$ cat config.mk
export PLATFORM = sky130hd
export DESIGN_NAME = imm_gen_pipe_flat
export DESIGN_NICKNAME = d
export VERILOG_FILES = /design/src/rtl/imm_gen_pipe_if.sv /design/src/rtl/imm_gen_pipe.sv /design/src/flat_wrapper.sv
export SDC_FILE = /design/constraint.sdc
export NUM_CORES = 1
export LEC_CHECK = 0
export BUFFER_PORTS_ARGS = -buffer_cell sky130_fd_sc_hd__buf_2
export CAP_MARGIN = 0
export CORE_ASPECT_RATIO = 2
export CORE_MARGIN = 2
export CORE_UTILIZATION = 50
export DETAILED_ROUTE_END_ITERATION = 12
export GPL_TIMING_DRIVEN = 0
export PLACE_DENSITY = 0.72
export SLEW_MARGIN = 20
export SYNTH_ARGS = -nofsm -noshare
export SYNTH_HDL_FRONTEND = slang
export SYNTH_HIERARCHICAL = 1
export SYNTH_SLANG_ARGS = --single-unit
export TNS_END_PERCENT = 1
$ cat constraint.sdc
create_clock -name clk -period 6.5 [get_ports clk]
set_clock_uncertainty 0.1 [all_clocks]
set_input_delay 0.325 -clock clk [delete_from_list [all_inputs] [get_ports clk]]
set_output_delay 0.325 -clock clk [all_outputs]
set_load 0.1 [all_outputs]
$ cat src/rtl/imm_gen_pipe_if.sv
// Decode-to-execute immediate handshake bundle.
// Master drives instructions and consumes immediates; slave is the generator.
interface imm_gen_pipe_if #(
    parameter int XLEN = 32
);
    logic            in_valid;
    logic            in_ready;
    logic [31:0]     instr;
    logic [2:0]      imm_src;
    logic            out_valid;
    logic            out_ready;
    logic [XLEN-1:0] imm;
    logic [2:0]      imm_fmt;
    logic            illegal;

    modport master (
        output in_valid, instr, imm_src, out_ready,
        input  in_ready, out_valid, imm, imm_fmt, illegal
    );

    modport slave (
        input  in_valid, instr, imm_src, out_ready,
        output in_ready, out_valid, imm, imm_fmt, illegal
    );
endinterface

$ cat src/rtl/imm_gen_pipe.sv
// Two-entry FIFO whose head always lives in slot0, so the head is a plain register.
// Latency: push visible at the head one cycle later when empty.
// Backpressure: pushes beyond two entries and pops of an empty buffer are ignored.
module imm_gen_fifo2 #(
    parameter int WIDTH = 8
) (
    input  logic             clk,
    input  logic             rst,
    input  logic             push,
    input  logic [WIDTH-1:0] push_dat,
    input  logic             pop,
    output logic [WIDTH-1:0] head_dat,
    output logic [1:0]       count
);
    logic [WIDTH-1:0] slot0;
    logic [WIDTH-1:0] slot1;
    logic             do_push;
    logic             do_pop;

    assign do_push  = push && (count != 2'd2);
    assign do_pop   = pop  && (count != 2'd0);
    assign head_dat = slot0;

    always_ff @(posedge clk) begin
        if (rst) begin
            count <= 2'd0;
            slot0 <= '0;
            slot1 <= '0;
        end else begin
            case ({do_push, do_pop})
                2'b10: begin
                    if (count == 2'd0) slot0 <= push_dat;
                    else               slot1 <= push_dat;
                    count <= count + 2'd1;
                end
                2'b01: begin
                    slot0 <= slot1;
                    count <= count - 2'd1;
                end
                // Simultaneous push/pop only happens at count==1, so the new entry becomes head.
                2'b11: slot0 <= push_dat;
                default: ;
            endcase
        end
    end
endmodule

// RISC-V immediate generator: decode/extend at accept, hold result in a 2-entry buffer.
// Latency: 1 cycle from accept to out_valid; 1 result/cycle with concurrent push and pop.
// Backpressure: in_ready depends only on buffer occupancy; head outputs hold while stalled.
module imm_gen_pipe #(
    parameter int XLEN        = 32,
    parameter int AUTO_DECODE = 0,
    parameter int DEPTH       = 2
) (
    input logic           clk,
    input logic           rst,
    imm_gen_pipe_if.slave bus
);
    localparam logic [2:0] FMT_I   = 3'b000;
    localparam logic [2:0] FMT_S   = 3'b001;
    localparam logic [2:0] FMT_B   = 3'b010;
    localparam logic [2:0] FMT_U   = 3'b011;
    localparam logic [2:0] FMT_J   = 3'b100;
    localparam logic [2:0] FMT_SH  = 3'b101;
    localparam logic [2:0] FMT_ILL = 3'b111;

    typedef struct packed {
        logic [XLEN-1:0] imm;
        logic [2:0]      fmt;
        logic            ill;
    } ent_t;

    if (DEPTH != 2 || (XLEN != 32 && XLEN != 64)) begin : g_bad_param
        $error("imm_gen_pipe: DEPTH must be 2 and XLEN must be 32 or 64");
    end

    logic [6:0]      opcode;
    logic [2:0]      funct3;
    logic            is_shift;
    logic            s;
    logic [2:0]      fmt_auto;
    logic [2:0]      fmt_res;
    logic [XLEN-1:0] imm_new;
    ent_t            new_ent;
    ent_t            head_ent;
    logic [1:0]      count;

    assign opcode   = bus.instr[6:0];
    assign funct3   = bus.instr[14:12];
    assign is_shift = (funct3 == 3'b001) || (funct3 == 3'b101);
    assign s        = bus.instr[31];

    always_comb begin
        fmt_auto = FMT_ILL;
        case (opcode)
            7'b0010011:             fmt_auto = is_shift ? FMT_SH : FMT_I;
            7'b0000011, 7'b1100111: fmt_auto = FMT_I;
            // Word-sized ALU immediates only exist on RV64.
            7'b0011011: if (XLEN == 64) fmt_auto = is_shift ? FMT_SH : FMT_I;
            7'b0100011:             fmt_auto = FMT_S;
            7'b1100011:             fmt_auto = FMT_B;
            7'b0110111, 7'b0010111: fmt_auto = FMT_U;
            7'b1101111:             fmt_auto = FMT_J;
            default:                fmt_auto = FMT_ILL;
        endcase
    end

    assign fmt_res = (AUTO_DECODE != 0) ? fmt_auto : bus.imm_src;

    always_comb begin
        imm_new = '0;
        case (fmt_res)
            FMT_I:  imm_new = {{(XLEN-12){s}}, bus.instr[31:20]};
            FMT_S:  imm_new = {{(XLEN-12){s}}, bus.instr[31:25], bus.instr[11:7]};
            FMT_B:  imm_new = {{(XLEN-12){s}}, bus.instr[7], bus.instr[30:25],
                               bus.instr[11:8], 1'b0};
            FMT_U:  imm_new = {{(XLEN-31){s}}, bus.instr[30:12], 12'b0};
            FMT_J:  imm_new = {{(XLEN-20){s}}, bus.instr[19:12], bus.instr[20],
                               bus.instr[30:21], 1'b0};
            FMT_SH: imm_new = {{(XLEN-6){1'b0}}, (XLEN == 64) ? bus.instr[25] : 1'b0,
                               bus.instr[24:20]};
            default: imm_new = '0;
        endcase
    end

    assign new_ent.imm = imm_new;
    assign new_ent.fmt = fmt_res;
    assign new_ent.ill = fmt_res[2] & fmt_res[1];

    imm_gen_fifo2 #(
        .WIDTH($bits(ent_t))
    ) u_buf (
        .clk      (clk),
        .rst      (rst),
        .push     (bus.in_valid && bus.in_ready),
        .push_dat (new_ent),
        .pop      (bus.out_valid && bus.out_ready),
        .head_dat (head_ent),
        .count    (count)
    );

    assign bus.in_ready  = (count < 2'd2);
    assign bus.out_valid = (count != 2'd0);
    assign bus.imm       = head_ent.imm;
    assign bus.imm_fmt   = head_ent.fmt;
    assign bus.illegal   = head_ent.ill;
endmodule

$ cat src/flat_wrapper.sv
// flat-port wrapper written by rule: the top's interface ports become plain ports
module imm_gen_pipe_flat 
#(
    parameter int XLEN        = 32,
    parameter int AUTO_DECODE = 0,
    parameter int DEPTH       = 2
)
  (clk, rst, bus_in_valid, bus_instr, bus_imm_src, bus_out_ready, bus_in_ready, bus_out_valid, bus_imm, bus_imm_fmt, bus_illegal);
  imm_gen_pipe_if #(.XLEN(XLEN)) bus_i ();
  input logic clk;
  input logic rst;
  input wire logic [$bits(bus_i.in_valid)-1:0] bus_in_valid;
  input wire logic [$bits(bus_i.instr)-1:0] bus_instr;
  input wire logic [$bits(bus_i.imm_src)-1:0] bus_imm_src;
  input wire logic [$bits(bus_i.out_ready)-1:0] bus_out_ready;
  output wire logic [$bits(bus_i.in_ready)-1:0] bus_in_ready;
  output wire logic [$bits(bus_i.out_valid)-1:0] bus_out_valid;
  output wire logic [$bits(bus_i.imm)-1:0] bus_imm;
  output wire logic [$bits(bus_i.imm_fmt)-1:0] bus_imm_fmt;
  output wire logic [$bits(bus_i.illegal)-1:0] bus_illegal;
  assign bus_i.in_valid = bus_in_valid;
  assign bus_i.instr = bus_instr;
  assign bus_i.imm_src = bus_imm_src;
  assign bus_i.out_ready = bus_out_ready;
  assign bus_in_ready = bus_i.in_ready;
  assign bus_out_valid = bus_i.out_valid;
  assign bus_imm = bus_i.imm;
  assign bus_imm_fmt = bus_i.imm_fmt;
  assign bus_illegal = bus_i.illegal;
  imm_gen_pipe #(.XLEN(XLEN), .AUTO_DECODE(AUTO_DECODE), .DEPTH(DEPTH)) u_core (.clk(clk), .rst(rst), .bus(bus_i));
endmodule
# Word level (Yosys, flattened, before mapping)
# Cells that the tools add are included.
dict set report classes {
  addsub 2
  magnitude_cmp 1
  n_eq_ne 10
  mux 4
  n_bitwise 2
  reduce_logical 11
}
# op n
set op_table {}
lappend op_table {{32-bit one-hot mux with 6 select lines} 1}
lappend op_table {{36-bit one-hot mux with 3 select lines} 1}
lappend op_table {{36-bit 2-to-1 mux} 1}
lappend op_table {{3-bit by 2-bit == test with 1-bit output, second input constant} 2}
lappend op_table {{3-bit == test, second input constant} 2}
lappend op_table {{2-bit == test, second input constant} 2}
lappend op_table {{1-bit logical AND} 4}
lappend op_table {{2-bit != test, second input constant} 2}
lappend op_table {{2-bit one-hot mux with 2 select lines} 1}
lappend op_table {{2-bit AND reduction} 2}
lappend op_table {{2-bit nonzero test} 2}
lappend op_table {{3-bit by 1-bit == test with 1-bit output, second input constant} 1}
lappend op_table {{3-bit zero test} 1}
lappend op_table {{3-bit nonzero test} 1}
lappend op_table {{2-bit by 1-bit adder with 2-bit output, second input constant} 1}
lappend op_table {{2-bit by 1-bit == test with 1-bit output, second input constant} 1}
lappend op_table {{2-bit zero test} 1}
lappend op_table {{2-bit < comparator, second input constant} 1}
lappend op_table {{2-bit by 1-bit subtractor with 2-bit output, second input constant} 1}
lappend op_table {{1-bit AND} 1}
lappend op_table {{1-bit NOT} 1}
dict set report totals {
  register_bits 74
  in_bits 39
  out_inout_bits 38
  wordCells 33
}

# Longest topological paths before layout
dict set report logic_depth {
  word_depth 6
  mapped_depth 11
  ltp_nobuf 8
}

# By module
# The synthesis kept the hierarchy.
# mod instances cells_each area_each_um2 seq_area_each_um2
set modules_own_cells {}
lappend modules_own_cells {imm_gen_fifo2 1 339 3365.7 1481.4}
lappend modules_own_cells {imm_gen_pipe 1 81 533.0 0.0}

# Worst setup path after synthesis
# Ideal clock, no wire load.
dict set report synth_timing {
  path_type {reg-to-reg}
  startpoint {register u_core.u_buf.count[1]}
  endpoint {register u_core.u_buf.count[1]}
  setup_ps 70
  t_arrival_ps 2543
  t_required_ps 6330
  setup_slack_ps 3787
  stages_incl_launch_ff 12
  path_buffers 3
  period_less_slack_ps 2713
  cell_sequence {dfxtp_1 or2_2 and2_1 o21ai_4 inv_2 clkbuf_8 clkbuf_8 ha_1 buf_4 xnor2_1 or3_2 a21oi_1}
}
dict set report synth_via {
  elab_chain_len 5
  word_cells_on_any_way 13
  classes_between {add/sub (2); order compare (1); eq/ne (3); mux (1); reduce/logical (6)}
}
# item line
set synth_rtl {}
lappend synth_rtl {{start: declaration} imm_gen_pipe.sv:13} ;# output logic [1:0] count
lappend synth_rtl {{start signal: assignment} imm_gen_pipe.sv:34} ;# count <= count + 2'd1;
lappend synth_rtl {{start signal: assignment} imm_gen_pipe.sv:38} ;# count <= count - 2'd1;
lappend synth_rtl {{2-bit nonzero test *} imm_gen_pipe.sv:144} ;# assign bus.out_valid = (count != 2'd0);
lappend synth_rtl {{named net bus_out_valid} flat_wrapper.sv:17} ;# output wire logic [$bits(bus_i.out_valid)-1:0] bus_out_valid;
lappend synth_rtl {{1-bit logical AND} imm_gen_pipe.sv:138} ;# .pop (bus.out_valid && bus.out_ready),
lappend synth_rtl {{1-bit logical AND *} imm_gen_pipe.sv:21} ;# assign do_pop = pop && (count != 2'd0);
lappend synth_rtl {{2-bit by 1-bit == test with 1-bit output or 2-bit == test (tied branches)} imm_gen_pipe.sv:30} ;# case ({do_push, do_pop})
lappend synth_rtl {{2-bit one-hot mux with 2 select lines or 2-bit nonzero test (tied branches)} -}
# The timed path passes the listed nets; every way through them passes the cells marked *.
# A chain may end at the register's enable or synchronous reset.

# Final worst setup path
dict set report layout_timing {
  startpoint {register u_core.u_buf.count[1]}
  endpoint {register u_core.u_buf.slot0[19] (netlist: u_core/u_buf/head_dat[19])}
}
dict set report layout_via {
  elab_chain_len 6
  word_cells_on_any_way 15
  classes_between {order compare (1); eq/ne (5); mux (1); reduce/logical (8)}
}
# item line
set layout_rtl {}
lappend layout_rtl {{2-bit < comparator or 2-bit nonzero test (tied branches)} {imm_gen_pipe.sv:143, imm_gen_pipe.sv:21, imm_gen_pipe.sv:144}}
lappend layout_rtl {{1-bit logical AND (on tied branches)} {imm_gen_pipe.sv:136, imm_gen_pipe.sv:138}}
lappend layout_rtl {{1-bit logical AND (on tied branches)} {imm_gen_pipe.sv:20, imm_gen_pipe.sv:21}}
lappend layout_rtl {{2-bit == test or 2-bit by 1-bit == test with 1-bit output (tied branches)} imm_gen_pipe.sv:30}
lappend layout_rtl {{2-bit != test (no line) or 3-bit nonzero test (tied branches)} -}
lappend layout_rtl {{2-bit AND reduction (no line)} -}
lappend layout_rtl {{end signal: assignment} imm_gen_pipe.sv:32} ;# if (count == 2'd0) slot0 <= push_dat;
lappend layout_rtl {{end signal: assignment} imm_gen_pipe.sv:37} ;# slot0 <= slot1;
lappend layout_rtl {{end signal: assignment} imm_gen_pipe.sv:41} ;# 2'b11: slot0 <= push_dat;
lappend layout_rtl {{end: declaration} imm_gen_pipe.sv:15} ;# logic [WIDTH-1:0] slot0;
# Parallel ways exist; a longest one is shown, timed or not.

==> results.md <==
- Leak: 1.84 nW
- Seq/Total Area, Yosys: 0.380
- Post-DP Area: 4360 µm²
- Number of global-route vias before repair: 3365
- Setup TNS: 0 ns
- Worst Hold Class: input port to flop
- Die Width: 66.4 µm
- Post-synthesis register bit count: 74
- Relative slew slack: 0.641
- Layout cells sized above 1: 0.308
- Clk network pwr share: 0.183
- Synth unique cells: 41
- CTS tree: done
- Setup repair after global routing missed its margin: no
- Dpl hpwl: 7520 µm
- R2R Setup Slk: roughly 3.9 ns
- Max-cap violations: 0
- Post-CTS Resized: 0
- Drt pass-1 iters: 4
- RR Endpoint: u_core/u_buf/head_dat[19]
- Comb pwr share: 0.571
- Period utilization: 0.403
- Setup violations, final: 0
- Most frequent cells in the layout: buf_2, nand2_1, dfxtp_1
- Routability cong.: 0.775
- DR DRC count: 0
- Worst-margin pin slew: roughly 0.54 ns
- CP endpoint kind: flop
- Area grow syn2layout: 19.2%
- CP Max Fanout: 10
- # rows: 45
- Switching Fraction: 0.529
- Buf/Inv on CP: 5
- Core Area: between 7000 and 8000 µm²
- Die area: 8560 µm²
- Clock buffer depth: 2
- Nets@finish: 540
- DRT iter0 DRCs: 187
- Power per cell area: 563 nW/µm²
- Crit path from: u_core/u_buf/count[1]
- WL/cell: about 17 µm
- Gate Count Post-Synth: 420
- Clock latency on the worst-skew pair: 0.34 ns
- RR Startpoint: u_core/u_buf/count[1]
- Flop pwr share: 0.246
- Critical path's slowest cell: dfxtp_1
- Antenna cells: 0
- Starting Density: 0.513
- Die Span Y: 129 µm
- Syn. warnings: 6
- Setup CP Type: flop to flop
- Clock Tree Root: clkbuf_16
- Clock slew seen by the registers of the worst setup and hold paths: roughly 0.06 ns
- Crit path DAT: 2.74 ns
- Sink Count: 74
- Routed wire length: 9880 µm
- Syn nets: 461
- Cell count along the critical path: 11
- Hold_ws: 0.126 ns
- Maximum clock frequency: 382 MHz
- Sw power: 1.38 mW
- Layout fillers: 700
- Initial antenna violation count: 0
- Final non-filler cell area: 4650 µm²
- Syn_area_per_cell: roughly 9.3 µm²
- Most used cell, CP: clkbuf_8
- Pint: 1.23 mW
- Via density: 5.54
- Run status: finished clean
- CP required: 6.62 ns
- Post-synth EDFFs: 0
- Critical path, cell by cell: or2_2 > and2_1 > o21ai_4 > inv_2 > clkbuf_8 > clkbuf_8 > ha_1 > buf_4 > buf_2 > mux2i_1 > a211oi_2
- Largest net degree at the start of global routing: 14
- CP Launch Type: flop
- Post-layout min period: 2.62 ns
- Crit path largest cell delay: 0.38 ns
- CTS buffer count: 9
- Final hold violation count: 0
- Peak supply drop: around 440 µV
- # IOs: 77
- Port bufs: 68
- Main synth FF type: dfxtp_1
- Cell family with the largest share of critical-path delay: buffers and inverters
- H-tree Lvls: 3
- GRT Total Usage: 0.248
- Pins over their slew limit: 0
- Cell Area, Synth: 3900 µm²
- Grt ovf: 0
- Setup bufs post-CTS: 0
- First-pass GRT wire length: between 15000 and 20000 µm
- Synth async-reset ratio: 0
- Hold Buf Count CTS: 0
- Reg2reg path depth: 11
- Start point of the worst hold path: rst
- Commonest non-fill, non-tap cell in the layout: buf_2
- Via count: approximately 3300
- Worst setup path end: u_core/u_buf/head_dat[19]
- Post-route ant nets: 0
==> flip-flops by register name (all words and copies together), names as in the netlist <==
name and flops:
u_core/u_buf/count 2, u_core/u_buf/head_dat 36, u_core/u_buf/slot1 36
==> kinds of logic after synthesis <==
logic type,synth area share
flops,0.380
buf+inv,0.107
mux,0.0979
fa+ha+maj,0.00931
simple gates,0.163
compound gates,0.236
xor+xnor,0.00674
==> metrics by stage <==
stage	utilization	total power, mW	cells	worst slack [ns]
2_1_floorplan	-	1.91	420	3.79
3_3_place_gp	0.573	2.12	582	3.98
3_5_place_dp	0.573	2.15	582	3.91
4_1_cts	0.611	2.63	598	3.88
5_1_grt	0.611	2.74	598	3.77
6_report	0.611	2.62	598	3.88
==> worst min path at each step <==
stage | end | slack [ns] | depth (start not counted)
floorplan | u_core/u_buf/slot1[0] | 0.33 | 2
global placement | u_core/u_buf/slot1[4] | 0.34 | 2
detailed placement | u_core/u_buf/slot1[4] | 0.35 | 2
CTS | u_core/u_buf/head_dat[11] | 0.12 | 2
global route | u_core/u_buf/head_dat[12] | 0.13 | 2
finish | u_core/u_buf/head_dat[12] | 0.13 | 2
==> layout make-up <==
cell class / count / area, µm² / share of cell area
multi-input combinational: 299 / 2000 / 0.430
sequential: 74 / 1480 / 0.319
buffer: 42 / 399 / 0.0859
timing repair buffer: 68 / 340 / 0.0733
clock buffer: 11 / 253 / 0.0544
tap: 94 / 118 / 0.0253
clock inverter: 5 / 36.3 / 0.00781
inverter: 5 / 18.8 / 0.00404
==> power by group through the flow <==
stage	clock, mW	sequential [mW]	combinational (mW)
after floorplan	0	1.28	0.625
after global placement	0	0.647	1.47
after detailed placement	0	0.654	1.49
after CTS	0.489	0.645	1.50
after global routing	0.504	0.657	1.57
final	0.479	0.643	1.49
==> worst register-to-register path, stage by stage, from the launching register on <==
cell and delay, ns:
dfxtp_1 0.38, or2_2 0.14, and2_1 0.19, o21ai_4 0.08, inv_2 0.06, clkbuf_8 0.17
clkbuf_8 0.17, ha_1 0.14, buf_4 0.23, buf_2 0.35, mux2i_1 0.35, a211oi_2 0.13
==> routing by layer <==
layer  wire [µm]  GRT usage  share of wire  vias up
met1        3600      0.246           0.36     1583
met3         309     0.0367          0.031       19
li1            -          -              -     1639
met2        5670      0.469           0.57       73
met4         301      0.143          0.030        0
met5           0          0              0        -
==> Yosys cell counts, types with 2 or more instances <==
cell       n  share of area
a22o_1     5          0.011
nor2b_1    6         0.0096
ha_1       2         0.0064
mux2i_1   37          0.095
and2b_1    5         0.0096
buf_6      6          0.017
a21o_1    12          0.023
o21ai_0    3         0.0038
and2_1     3         0.0048
inv_1      4         0.0038
clkbuf_8  11          0.039
a21oi_1   53          0.068
dfxtp_1   74           0.38
buf_2      9          0.012
xnor2_1    2         0.0045
clkbuf_1   9         0.0087
buf_8      2         0.0077
o21a_1     2         0.0038
o22ai_1    7          0.011
a211oi_1   6          0.012
nand2_1   74          0.071
nor2_1     3         0.0029
buf_12     3          0.015
nor3_1    36          0.046
a211oi_2  30          0.096
Power figures use the tool's default switching activity.
